$ cat src/rtl/piso8_sequencer.sv
// piso8_sequencer: accepts an 8-bit word on a valid/ready handshake, then
// serialises it one bit per clock through an internal mux8 cell whose
// selects are driven from a 3-bit bit counter.
//
// state | meaning
// ------+---------------------------------------------------------------
// IDLE  | no frame in flight; load_ready=1, ser_out at IDLE_LEVEL
// SHIFT | emitting hold[cnt]; frame_last on the final bit, where a new
//       | word may be taken with no idle gap

// mux8 cell: y = i[j0*4 + j1*2 + j2]
module mux8 (
    input  logic [0:7] i,
    input  logic       j2,
    input  logic       j1,
    input  logic       j0,
    output logic       y
);

    // Select the addressed input bit
    always_comb begin
        y = i[{j0, j1, j2}];
    end

endmodule

module piso8_sequencer #(
    parameter bit MSB_FIRST  = 1'b0,
    parameter bit IDLE_LEVEL = 1'b1
) (
    input  logic       clk,
    input  logic       rst_n,
    input  logic       load_valid,
    output logic       load_ready,
    input  logic [0:7] load_data,
    output logic       sel_j2,
    output logic       sel_j1,
    output logic       sel_j0,
    output logic       ser_out,
    output logic       ser_valid,
    output logic       frame_last,
    output logic [7:0] frame_count
);

    localparam logic [2:0] CNT_START = MSB_FIRST ? 3'd7 : 3'd0;
    localparam logic [2:0] CNT_END   = MSB_FIRST ? 3'd0 : 3'd7;

    typedef enum logic {
        IDLE  = 1'b0,
        SHIFT = 1'b1
    } state_t;

    state_t     state_q;
    state_t     state_d;
    logic [0:7] hold_q;
    logic [2:0] cnt_q;
    logic [7:0] frame_count_q;
    logic       xfer;
    logic       mux_y;

    // mux8 selects come straight from the bit counter, so index == cnt
    assign sel_j2 = cnt_q[0];
    assign sel_j1 = cnt_q[1];
    assign sel_j0 = cnt_q[2];

    mux8 u_mux8 (
        .i  (hold_q),
        .j2 (sel_j2),
        .j1 (sel_j1),
        .j0 (sel_j0),
        .y  (mux_y)
    );

    // State register
    always_ff @(posedge clk or negedge rst_n) begin
        if (!rst_n) begin
            state_q <= IDLE;
        end else begin
            state_q <= state_d;
        end
    end

    // Next-state and handshake/serial outputs
    always_comb begin
        state_d    = state_q;
        ser_valid  = 1'b0;
        frame_last = 1'b0;
        load_ready = 1'b1;
        xfer       = 1'b0;
        case (state_q)
            IDLE: begin
                xfer = load_valid;
                if (xfer) begin
                    state_d = SHIFT;
                end
            end
            SHIFT: begin
                ser_valid  = 1'b1;
                frame_last = (cnt_q == CNT_END);
                load_ready = frame_last;
                xfer       = load_valid & frame_last;
                // a word taken on the last bit keeps us in SHIFT with no gap
                if (frame_last && !xfer) begin
                    state_d = IDLE;
                end
            end
            default: begin
                state_d = IDLE;
            end
        endcase
        ser_out = ser_valid ? mux_y : IDLE_LEVEL;
    end

    // Word holding register, bit counter and completed-frame counter
    always_ff @(posedge clk or negedge rst_n) begin
        if (!rst_n) begin
            hold_q        <= '0;
            cnt_q         <= CNT_START;
            frame_count_q <= '0;
        end else begin
            if (xfer) begin
                hold_q <= load_data;
                cnt_q  <= CNT_START;
            end else if (frame_last) begin
                cnt_q  <= CNT_START;
            end else if (ser_valid) begin
                cnt_q  <= MSB_FIRST ? (cnt_q - 3'd1) : (cnt_q + 3'd1);
            end
            if (frame_last) begin
                frame_count_q <= frame_count_q + 8'd1;
            end
        end
    end

    assign frame_count = frame_count_q;

endmodule

$ cat config.mk
export PLATFORM = sky130hd
export DESIGN_NAME = piso8_sequencer
export DESIGN_NICKNAME = d
export VERILOG_FILES = /design/src/rtl/piso8_sequencer.sv
export SDC_FILE = /design/constraint.sdc
export NUM_CORES = 1
export LEC_CHECK = 0
export BUFFER_PORTS_ARGS = -buffer_cell sky130_fd_sc_hd__buf_2
export CAP_MARGIN = 20
export CORE_MARGIN = 10
export CORE_UTILIZATION = 56
export CTS_BUF_LIST = sky130_fd_sc_hd__clkbuf_2
export CTS_CLUSTER_SIZE = 24
export DETAILED_ROUTE_END_ITERATION = 10
export PLACE_DENSITY = 0.92
export SYNTH_ARGS = -nofsm -noshare
export SYNTH_HDL_FRONTEND = slang
export SYNTH_HIERARCHICAL = 1
export SYNTH_SLANG_ARGS = --single-unit
$ cat constraint.sdc
create_clock -name clk -period 3.55 [get_ports clk]
set_input_delay 0.355 -clock clk [delete_from_list [all_inputs] [get_ports clk]]
set_output_delay 0.355 -clock clk [all_outputs]
set_load 0.01 [all_outputs]
==> results of run 1 <==
synthesized netlist by cell type:
library cell,number,area share [%]
dfrtp_1,20,56
mux2_2,6,7.6
nor2_1,1,0.42
o21ai_0,1,0.56
and2_1,1,0.70
xor2_1,1,0.98
ha_1,3,4.2
nand2_1,4,1.7
inv_1,1,0.42
nand2b_1,2,1.4
xnor2_1,6,5.9
nand2_2,1,0.70
and3_1,1,0.70
a32o_1,2,2.2
mux4_1,2,5.9
buf_4,1,0.84
mux2_1,4,5.0
nand4_1,4,2.8
nand2b_2,1,0.98
and4_1,1,0.98
registers in the layout, summed over array words and instances (netlist names):
name,cells
state_q,1
hold_q,8
cnt_q,3
frame_count,8
area by class of cell:
type,instances,share of cell area [%]
inverters,1,0.3542
well taps,16,1.889
repair buffers,26,12.75
multi-input cells,41,36.01
clock buffers,3,1.417
flip-flops and latches,20,47.23
clock inverters,1,0.3542
where the power goes:
part	total [mW]	internal [mW]	switching, mW
registers	0.398	0.316	0.0823
logic	0.342	0.196	0.145
clock network	0.0894	0.0245	0.0649
total	0.829	0.537	0.292
per-stage QoR:
step                      utilization (%)  setup slack [ps]
after floorplan                         -              1757
after global placement              68.44              1705
after detailed placement            68.44              1644
after CTS                           70.35              1269
after global routing                70.35              1177
final                               70.35              1263
what timing repair did:
| item | in CTS | in global routing |
|---|---|---|
| gates resized for setup | 0 | 0 |
| hold endpoints to repair | 20 | 0 |
| hold buffers | 1 | 0 |
| endpoints found under the setup margin | 0 | 0 |
metal layers:
| layer | GRT usage (%) | routed length [um] | vias to the layer above |
|---|---|---|---|
| met3 | 3.390 | 120 | 2 |
| met4 | 4.167 | 13 | 0 |
| met2 | 15.15 | 873 | 18 |
| li1 | - | - | 290 |
| met1 | 12.12 | 743 | 295 |
| met5 | 0 | 0 | - |
how the worst min path moves through the flow:
stage | startpoint | end | slack (ps) | cells past startpoint
floorplan | rst_n | cnt_q[0]$_DFFE_PN0P_ | 60 | 0
global placement | rst_n | frame_count[7]$_DFFE_PN0P_ | 310 | 1
detailed placement | rst_n | frame_count[6]$_DFFE_PN0P_ | 320 | 1
CTS | load_data[2] | hold_q[2]$_DFFE_PN0P_ | 240 | 2
global route | load_data[2] | hold_q[2]$_DFFE_PN0P_ | 220 | 2
finish | load_data[2] | hold_q[2]$_DFFE_PN0P_ | 250 | 2
worst reg2reg max path, stage by stage (launching register included):
cell	delay [ps]
dfrtp_1	490
ha_1	240
ha_1	230
nand2b_2	230
nand2_2	190
mux2_2	360
kinds of logic (layout without fill, tap and decap cells):
family                   count (synthesis)  in the layout  share of synthesized area (%)
multiplexers                            12             12                          18.49
flip-flops                              20             20                          56.02
AO/OA/AOI/OAI                            3              3                          2.801
XOR/XNOR                                 7              7                          6.863
buffers and inverters                    2             31                          1.260
adder cells (fa/ha/maj)                  3              3                          4.202
AND/OR/NAND/NOR                         16             16                          10.36
==> out/qor.csv, run 1 <==
metric,value,unit
"Largest delay share family, worst path",multiplexers,
antenna violations before repair,0,
Post-DP Area,0.001031,mm2
pin count of the biggest net entering global routing,21,
Total Power,0.8290,mW
Worst-path clk slew,180,ps
P_leak,0.5172,nW
Post-Synthesis Cell Area,893.4,um2
Via-to-Cell Ratio,5.602,
Synth Warn #,6,
CP peak stage delay,600,ps
Final min period,2287,ps
final cell count without fillers,108,
cell count along the critical path,4,
Worst Hold Class,primary input to flop,
pwr/cell area,782.2,mW/mm2
Top Ports,26,
Syn-to-layout area delta,18.63,%
Post-CTS Repair Setup Buffers,0,
slew margin rel.,71.71,%
vias in the first global route,605,
CP max FO,6,
crit share post-route,64.43,%
count of input and output buffers,25,
DRC,0,
Ant. Diodes,0,
fin area,0.001060,mm2
Inst Count DP,103,
clk root buf,clkbuf_2,
Max IR drop VDD,0.3541,mV
drt total wl,1.751,mm
layout cells sized above 1,39.13,%
final setup TNS,0,ps
post-synthesis sequential area ratio,56.02,%
Setup crit end kind,output port,
worst path arrival time,1930,ps
Critical Path Start,cnt_q[0]$_DFFE_PN0P_,
first-pass GRT wire length,2.780,mm
Die W,59.94,um
most frequent cells in the layout,"buf_2, dfrtp_1, xnor2_1, mux2_2",
RR Startpoint,cnt_q[0]$_DFFE_PN0P_,
die area,0.003593,mm2
Post-Syn Area per Cell,14.18,um2
Clock Sink Count,20,
Vias,605,
Startpoint Class,flop,
Required @ worst endpoint,3190,ps
final setup fails,0,
slowest CP cell,mux4_1,
RSZ-0062 raised after global routing,no,
clk buf depth,2,
FMAX,0.4372,GHz
core area,0.001506,mm2
Placement Rows,14,
Final Hold Violating Endpoints,0,
"Net count, final",107,
reg-to-reg setup timing slack,1720,ps
clk_lat worst skew,300,ps
H-tree Lvls,1,
Initial Util,59.30,%
GP Congestion,0.7989,
CTS buffer count,3,
grt ovf,0,
Final Skew,6.764,ps
slew at the pin with the worst max-slew slack,424.4,ps
worst path cell trace,mux4_1 > mux2_2 > nand2b_1 > buf_2,
critical path class,flop to output port,
Routed wire per std cell,16.21,um
"commonest non-fill, non-tap cell in the layout",buf_2,
max-cap violation count,0,
register area,500.5,um2
Pins Over Slew Limit,0,
worst reg2reg path endpoint,hold_q[3]$_DFFE_PN0P_,
Syn Nets,77,
CTS tree,done,
initial drt markers,12,
Unique masters post-synth,20,
All-Layer GR Usage,9.832,%
Antenna Nets Post-Route,0,
Post-Synthesis Cells,63,
Die Ht,59.94,um
worst path bufs/invs,1,
reg2reg path depth,5,
Hold Worst Slack,247.8,ps
post-DP HPWL,1.367,mm
outcome,"complete, no violations",
"FF+latch count, synth",20,
footprint of the multi-input gates,381.6,um2
Critical Path End,ser_out,
FILL cells,107,
DRT Pass-1 Iters,4,
Power figures use the tool's default switching activity.
==> inputs of run 2 (changes only) <==
--- a/config.mk
+++ b/config.mk
@@ -7,12 +7,13 @@
 export LEC_CHECK = 0
 export BUFFER_PORTS_ARGS = -buffer_cell sky130_fd_sc_hd__buf_2
 export CAP_MARGIN = 20
+export CORE_ASPECT_RATIO = 1.4
 export CORE_MARGIN = 10
-export CORE_UTILIZATION = 56
+export CORE_UTILIZATION = 47
 export CTS_BUF_LIST = sky130_fd_sc_hd__clkbuf_2
 export CTS_CLUSTER_SIZE = 24
 export DETAILED_ROUTE_END_ITERATION = 10
-export PLACE_DENSITY = 0.92
+export PLACE_DENSITY = 0.83
 export SYNTH_ARGS = -nofsm -noshare
 export SYNTH_HDL_FRONTEND = slang
 export SYNTH_HIERARCHICAL = 1
==> constraint.sdc (replaced) <==
create_clock -name clk -period 1.88 [get_ports clk]
set_input_delay 0.188 -clock clk [delete_from_list [all_inputs] [get_ports clk]]
set_output_delay 0.188 -clock clk [all_outputs]
set_load 0.01 [all_outputs]
==> run 2 against run 1 <==
  * The run now ends with negative setup slack left
  * Global-route usage about the same
  * Utilization fell by 8.5 points
  * Sequential power is 96% higher
  * Largest power group is now combinational logic
  * Via count rose by 3.8%
  * Non-clock buffer count up 2
  * Clock skew rose by 2.1 ps
  * Combinational power rose by 130%
  * Clock-buffer cell count is the same
  * Clock power up 90%
  * Flip-flop and latch count did not move
  * Final cell count grew 5.6%
==> out/qor.csv, run 2 (synthesis gave the netlist of run 1 again) <==
metric,value,unit,change
failing checks,negative setup slack,,
slew margin rel.,70.34,%,was 71.71%
outcome,finished with violations,,"was complete, no violations"
Vias,628,,was 605
Die Ht,71.59,um,was 59.94 um
clk buf depth,2,,unchanged
"commonest non-fill, non-tap cell in the layout",buf_2,,unchanged
critical path class,flop to output port,,unchanged
most frequent cells in the layout,"buf_2, dfrtp_1, xnor2_1",,"was buf_2, dfrtp_1, xnor2_1, mux2_2"
vias in the first global route,707,,was 605
drt total wl,1.981,mm,was 1.751 mm
Hold Worst Slack,65.72,ps,was 247.8 ps
Placement Rows,18,,was 14
DRC,0,,unchanged
grt ovf,0,,unchanged
Via-to-Cell Ratio,5.509,,was 5.602
Top Ports,26,,unchanged
clk root buf,clkbuf_2,,unchanged
P_leak,0.5348,nW,was 0.5172 nW
worst path arrival time,1840,ps,was 1930 ps
CTS buffer count,3,,unchanged
crit share post-route,107.7,%,
pin count of the biggest net entering global routing,21,,unchanged
die area,0.004069,mm2,was 0.003593 mm2
FMAX,0.4940,GHz,
final setup TNS,-169.1,ps,was 0 ps
core area,0.001779,mm2,was 0.001506 mm2
Inst Count DP,107,,was 103
"Net count, final",109,,was 107
antenna violations before repair,0,,unchanged
Routed wire per std cell,17.38,um,was 16.21 um
GP Congestion,0.8175,,was 0.7989
Required @ worst endpoint,1690,ps,was 3190 ps
slew at the pin with the worst max-slew slack,444.9,ps,was 424.4 ps
Max IR drop VDD,1.017,mV,was 0.3541 mV
Startpoint Class,flop,,unchanged
Final Hold Violating Endpoints,0,,unchanged
Worst Hold Class,primary input to flop,,unchanged
final setup fails,2,,was 0
Final Skew,8.818,ps,was 6.764 ps
Ant. Diodes,0,,unchanged
Antenna Nets Post-Route,0,,unchanged
initial drt markers,16,,was 12
Setup crit end kind,output port,,unchanged
layout cells sized above 1,46.81,%,was 39.13%
RSZ-0062 raised after global routing,yes,,was no
count of input and output buffers,25,,unchanged
max-cap violation count,0,,unchanged
DRT Pass-1 Iters,4,,unchanged
clk_lat worst skew,310,ps,was 300 ps
Syn-to-layout area delta,23.11,%,was 18.63%
pwr/cell area,1587,mW/mm2,was 782.2 mW/mm2
FILL cells,142,,was 107
Final min period,2024,ps,
final cell count without fillers,114,,was 108
Die W,56.85,um,was 59.94 um
CTS tree,done,,unchanged
CP max FO,4,,was 6
All-Layer GR Usage,9.854,%,was 9.832%
H-tree Lvls,1,,unchanged
Final Worst Setup Slack,-144.1,ps,was 1263 ps
Worst-path clk slew,180,ps,about the same
first-pass GRT wire length,3.208,mm,was 2.780 mm
post-DP HPWL,1.495,mm,was 1.367 mm
Initial Util,50.21,%,was 59.30%
Pins Over Slew Limit,0,,unchanged
Clock Sink Count,20,,unchanged
[run 2: cell types whose count changed in the layout (fill, tap and decap cells not counted), sizes merged]
cell  before  now
buf       25   27
[run 2: path summary, 6_finish.rpt]
| check | startpoint | end | slack [ps] | cells past startpoint |
|---|---|---|---|---|
| setup / recovery | cnt_q[0]$_DFFE_PN0P_ | ser_out | -140 | 4 |
| hold / removal | load_data[0] | hold_q[0]$_DFFE_PN0P_ | 70 | 2 |
| setup reg to reg | cnt_q[0]$_DFFE_PN0P_ | hold_q[7]$_DFFE_PN0P_ | 60 | 6 |
| hold reg to reg | frame_count[7]$_DFFE_PN0P_ | frame_count[7]$_DFFE_PN0P_ | 490 | 1 |
| max in group asynchronous | rst_n | cnt_q[0]$_DFFE_PN0P_ | 1230 | 2 |
| min in group asynchronous | rst_n | hold_q[3]$_DFFE_PN0P_ | 320 | 2 |
[run 2: area by class of cell]
class / count / area [um2] / share of cell area, %
multi-input combinational: 41 / 394.1 / 35.84
sequential: 20 / 501.7 / 45.62
clock buffer: 3 / 15.01 / 1.365
clock inverter: 1 / 3.754 / 0.3413
inverter: 1 / 3.754 / 0.3413
timing repair buffer: 28 / 156.4 / 14.22
tap: 20 / 25.02 / 2.275
[run 2: per-layer routing]
layer  share of wire (%)  global-route usage, %  vias to the layer above
li1                    -                      -                      288
met1                  39                  10.03                      308
met2                  49                  16.63                       27
met3                  11                  4.586                        5
met4                 1.9                  4.712                        0
met5                   0                      0                        -
[run 2: power breakdown]
part           leakage (nW)  internal (mW)  switching, mW
combinational         0.276          0.480          0.316
clock                0.0140         0.0462          0.123
sequential            0.245          0.599          0.182
[run 2: metrics by stage]
step                      util [%]  area, um2  setup slack (ps)  power, mW
after CTS                    61.60       1096            -143.4      1.757
after floorplan                  -      893.4             147.7      1.174
after detailed placement     58.23       1036             87.91      1.440
after global placement       58.23       1036             137.0      1.390
final                        61.81       1100            -144.1      1.746
after global routing         61.81       1100            -214.6      1.874
[run 2: what timing repair did]
item                                    4_1_cts  5_1_grt
pin swaps                                     1        0
gates resized for setup                       7        2
endpoints found under the hold margin        20        0
buffers inserted                              2        0
hold buffers                                  1        0
endpoints found under the setup margin        1       11
[run 2: worst max-delay path: stages, from the launching register on]
cell and delay [ps]:
dfrtp_2 460, mux4_2 520, mux2_4 280, nand2b_4 140
buf_6 120
==> inputs of run 3 (changes only) <==
--- a/config.mk
+++ b/config.mk
@@ -13,8 +13,7 @@
 export CTS_BUF_LIST = sky130_fd_sc_hd__clkbuf_2
 export CTS_CLUSTER_SIZE = 24
 export DETAILED_ROUTE_END_ITERATION = 10
-export PLACE_DENSITY = 0.83
+export PLACE_DENSITY = 0.76
 export SYNTH_ARGS = -nofsm -noshare
 export SYNTH_HDL_FRONTEND = slang
-export SYNTH_HIERARCHICAL = 1
 export SYNTH_SLANG_ARGS = --single-unit
==> run 3 against run 2 <==
  * The run now ends clean
  * Sequential power is 3.5% lower
  * Via count is 1.6% higher
  * Flip-flop and latch count stayed put
  * Utilization is 0.41 points higher
  * Clock-buffer cell count stayed put
  * Combinational power is 13% lower
  * Critical path depth stayed put
  * Worst hold slack worse by 24 ps
  * Final cell count is 7.0% higher
  * Register-to-register slack better by 120 ps
==> out/qor.csv, run 3 <==
metric,value,unit,change
outcome,"complete, no violations",,was finished with violations
Max IR drop VDD,0.8855,mV,was 1.017 mV
reg-to-reg setup timing slack,180,ps,was 60 ps
Hold Worst Slack,41.94,ps,was 65.72 ps
Net Switching,0.6210,mW,was 0.6208 mW
most numerous cell in the Yosys netlist,dfrtp_1,,unchanged
WL met3,82,um,was 212 um
grt ovf,0,,unchanged
CP max FO,7,,was 4
P_leak,0.5617,nW,was 0.5348 nW
H-tree Lvls,1,,unchanged
ranking of synthesized cells by area,"dfrtp_1, mux2_1, mux2i_1, ha_1, xor2_1",,"was dfrtp_1, mux2_2, mux4_1, xnor2_1, mux2_1"
final setup fails,0,,was 2
CP peak stage delay,520,ps,about the same
Top Ports,26,,unchanged
die area,0.004124,mm2,was 0.004069 mm2
"commonest non-fill, non-tap cell in the layout",buf_2,,unchanged
Clock Sink Count,20,,unchanged
Synth async-reset ratio,100.0,%,unchanged
Initial Util,50.56,%,was 50.21%
Post-Syn Area per Cell,12.65,um2,was 14.18 um2
clock group share of total power,18.3,%,was 9.7%
slew at the pin with the worst max-slew slack,436.4,ps,was 444.9 ps
FMAX,0.5370,GHz,was 0.4940 GHz
slowest CP cell,dfrtp_2,,was mux4_2
top cell type's share of synthesized area,54.95,%,was 56.02%
layout cells sized above 1,40.20,%,was 46.81%
Placement Rows,18,,unchanged
Syn Nets,86,,was 77
Startpoint Class,flop,,unchanged
Antenna Nets Post-Route,0,,unchanged
uppermost routed layer,met4,,unchanged
Comb power frac,39.2,%,was 45.6%
worst path arrival time,1670,ps,was 1840 ps
Setup crit end kind,output port,,unchanged
core area,0.001802,mm2,was 0.001779 mm2
"FF+latch count, synth",20,,unchanged
RSZ-0062 raised after global routing,yes,,unchanged
worst path cell trace,mux2i_1 > mux4_2 > nand2_1 > buf_2,,was mux4_2 > mux2_4 > nand2b_4 > buf_6
All-Layer GR Usage,9.799,%,was 9.854%
antenna violations before repair,0,,unchanged
Total Power,1.772,mW,was 1.746 mW
initial drt markers,4,,was 16
pwr/cell area,1581,mW/mm2,was 1587 mW/mm2
vias in the first global route,706,,was 707
pin count of the biggest net entering global routing,21,,unchanged
sw frac,35.04,%,was 35.56%
count of input and output buffers,25,,unchanged
"Net count, final",117,,was 109
Pins Over Slew Limit,0,,unchanged
clk buf depth,2,,unchanged
met2 WL,934,um,was 965 um
reg2reg path depth,5,,was 6
Main synth FF type,dfrtp_1,,unchanged
Ant. Diodes,0,,unchanged
Routed wire per std cell,15.30,um,was 17.38 um
clk root buf,clkbuf_2,,unchanged
Final Skew,15.07,ps,was 8.818 ps
first-pass GRT wire length,3.256,mm,was 3.208 mm
leading area contributor after synthesis,dfrtp_1,,unchanged
Sequential Power Share,42.6,%,was 44.7%
Die W,57.21,um,was 56.85 um
Post-synth top cells,"dfrtp_1, nand2_1, mux2_1, mux2i_1, xor2_1",,"was dfrtp_1, mux2_2, xnor2_1"
post-synthesis sequential area ratio,54.95,%,was 56.02%
DRC,0,,unchanged
Die Ht,72.09,um,was 71.59 um
Vias,638,,was 628
Syn-to-layout area delta,23.08,%,was 23.11%
most frequent cells in the layout,"buf_2, dfrtp_1, nand2_1",,"was buf_2, dfrtp_1, xnor2_1"
GP Congestion,0.6863,,was 0.8175
Final Hold Violating Endpoints,0,,unchanged
clk_lat worst skew,330,ps,was 310 ps
Post-Synthesis Cell Area,910.9,um2,was 893.4 um2
Final min period,1862,ps,was 2024 ps
DRT Pass-1 Iters,4,,unchanged
CTS buffer count,3,,unchanged
max-cap violation count,0,,unchanged
crit share post-route,99.05,%,was 107.7%
critical path class,flop to output port,,unchanged
depth of the worst hold-timing path,2,,unchanged
Worst-path clk slew,210,ps,was 180 ps
slew margin rel.,70.90,%,was 70.34%
Via-to-Cell Ratio,5.230,,was 5.509
Synth Warn #,0,,was 6
M1 wire length,808,um,was 764 um
Post-synth EDFFs,0,,unchanged
Post-Synthesis Cells,72,,was 63
Worst Hold Class,primary input to flop,,unchanged
Unique masters post-synth,23,,was 20
CTS tree,done,,unchanged
drt total wl,1.867,mm,was 1.981 mm
Int Power,1.151,mW,was 1.125 mW
Required @ worst endpoint,1690,ps,about the same
## run 3: changes by cell type in the layout (fill, tap and decap cells not counted), moves of 2 or more
| cell | before | now |
|---|---|---|
| nor3_1 | 0 | 2 |
| nand2_1 | 4 | 9 |
| a32o_1 | 2 | 0 |
| mux2_1 | 4 | 6 |
| xnor2_1 | 6 | 3 |
| mux2i_1 | 0 | 4 |
| nand4_1 | 4 | 1 |
| o21ai_0 | 1 | 3 |
| xor2_1 | 1 | 4 |
| mux2_2 | 5 | 3 |
## run 3: final timing paths
path / from / to
max: cnt_q[2]$_DFFE_PN0P_ / ser_out
max in group asynchronous: rst_n / cnt_q[2]$_DFFE_PN0P_
max reg2reg: cnt_q[1]$_DFFE_PN0P_ / hold_q[2]$_DFFE_PN0P_
min in group asynchronous: rst_n / hold_q[4]$_DFFE_PN0P_
min: load_data[7] / hold_q[7]$_DFFE_PN0P_
min reg2reg: frame_count[7]$_DFFE_PN0P_ / frame_count[7]$_DFFE_PN0P_
## run 3: what timing repair did
item                                    4_1_cts  5_1_grt
hold buffers                                  1        0
cloned                                        0        0
endpoints found under the setup margin        1        3
endpoints found under the hold margin        20        0
buffers inserted                              0        1
gates resized for setup                       1        1
pin swaps                                     0        0
## run 3: layout make-up
type / instances / area [um2]
Sequential cell: 20 / 501.7
Clock buffer: 3 / 15.01
Inverter: 2 / 7.507
Clock inverter: 1 / 30.03
Fill cell: 158 / 680.7
Tap cell: 20 / 25.02
Multi-Input combinational cell: 48 / 391.6
Timing Repair Buffer: 28 / 150.1
## run 3: cells by family (layout without fill, tap and decap cells)
kind of cell	count (synthesis)	count (layout)	synth area share [%]
AND/OR/NAND/NOR	21	21	12.36
flip-flops	20	20	54.95
multiplexers	14	14	17.99
XOR/XNOR	7	7	6.731
buffers and inverters	4	34	2.198
adder cells (fa/ha/maj)	3	3	4.121
AO/OA/AOI/OAI	3	3	1.648
## run 3: worst max-delay path, delay by kind of cell, from the launching register on
family	cells	cell delay (ps)
buf+inv	1	130
simple gates	1	70
mux	2	640
flops	1	520
## run 3: metal layers
| layer | vias up | track usage (%) |
|---|---|---|
| met5 | - | 0 |
| met4 | 0 | 5.497 |
| met3 | 5 | 2.265 |
| met2 | 22 | 16.57 |
| met1 | 308 | 10.95 |
| li1 | 303 | - |
## run 3: stage by stage
stage | worst slack [ps] | instances | TNS [ps] | area, um2 | util (%)
4_1_cts | -1.969 | 121 | -1.969 | 1112 | 61.74
6_report | 17.85 | 122 | 0 | 1121 | 62.22
3_3_place_gp | 189.7 | 116 | 0 | 1056 | 58.61
3_5_place_dp | 147.5 | 116 | 0 | 1056 | 58.61
2_1_floorplan | 148.6 | 72 | 0 | 910.9 | -
5_1_grt | -69.28 | 122 | -69.28 | 1121 | 62.22
## run 3: power groups by stage
stage / logic, mW / clock network [mW] / registers [mW]
after detailed placement: 0.694 / 0 / 0.769
final: 0.694 / 0.324 / 0.754
after global routing: 0.793 / 0.348 / 0.788
after global placement: 0.671 / 0 / 0.756
after floorplan: 0.434 / 0 / 0.765
after CTS: 0.696 / 0.328 / 0.762
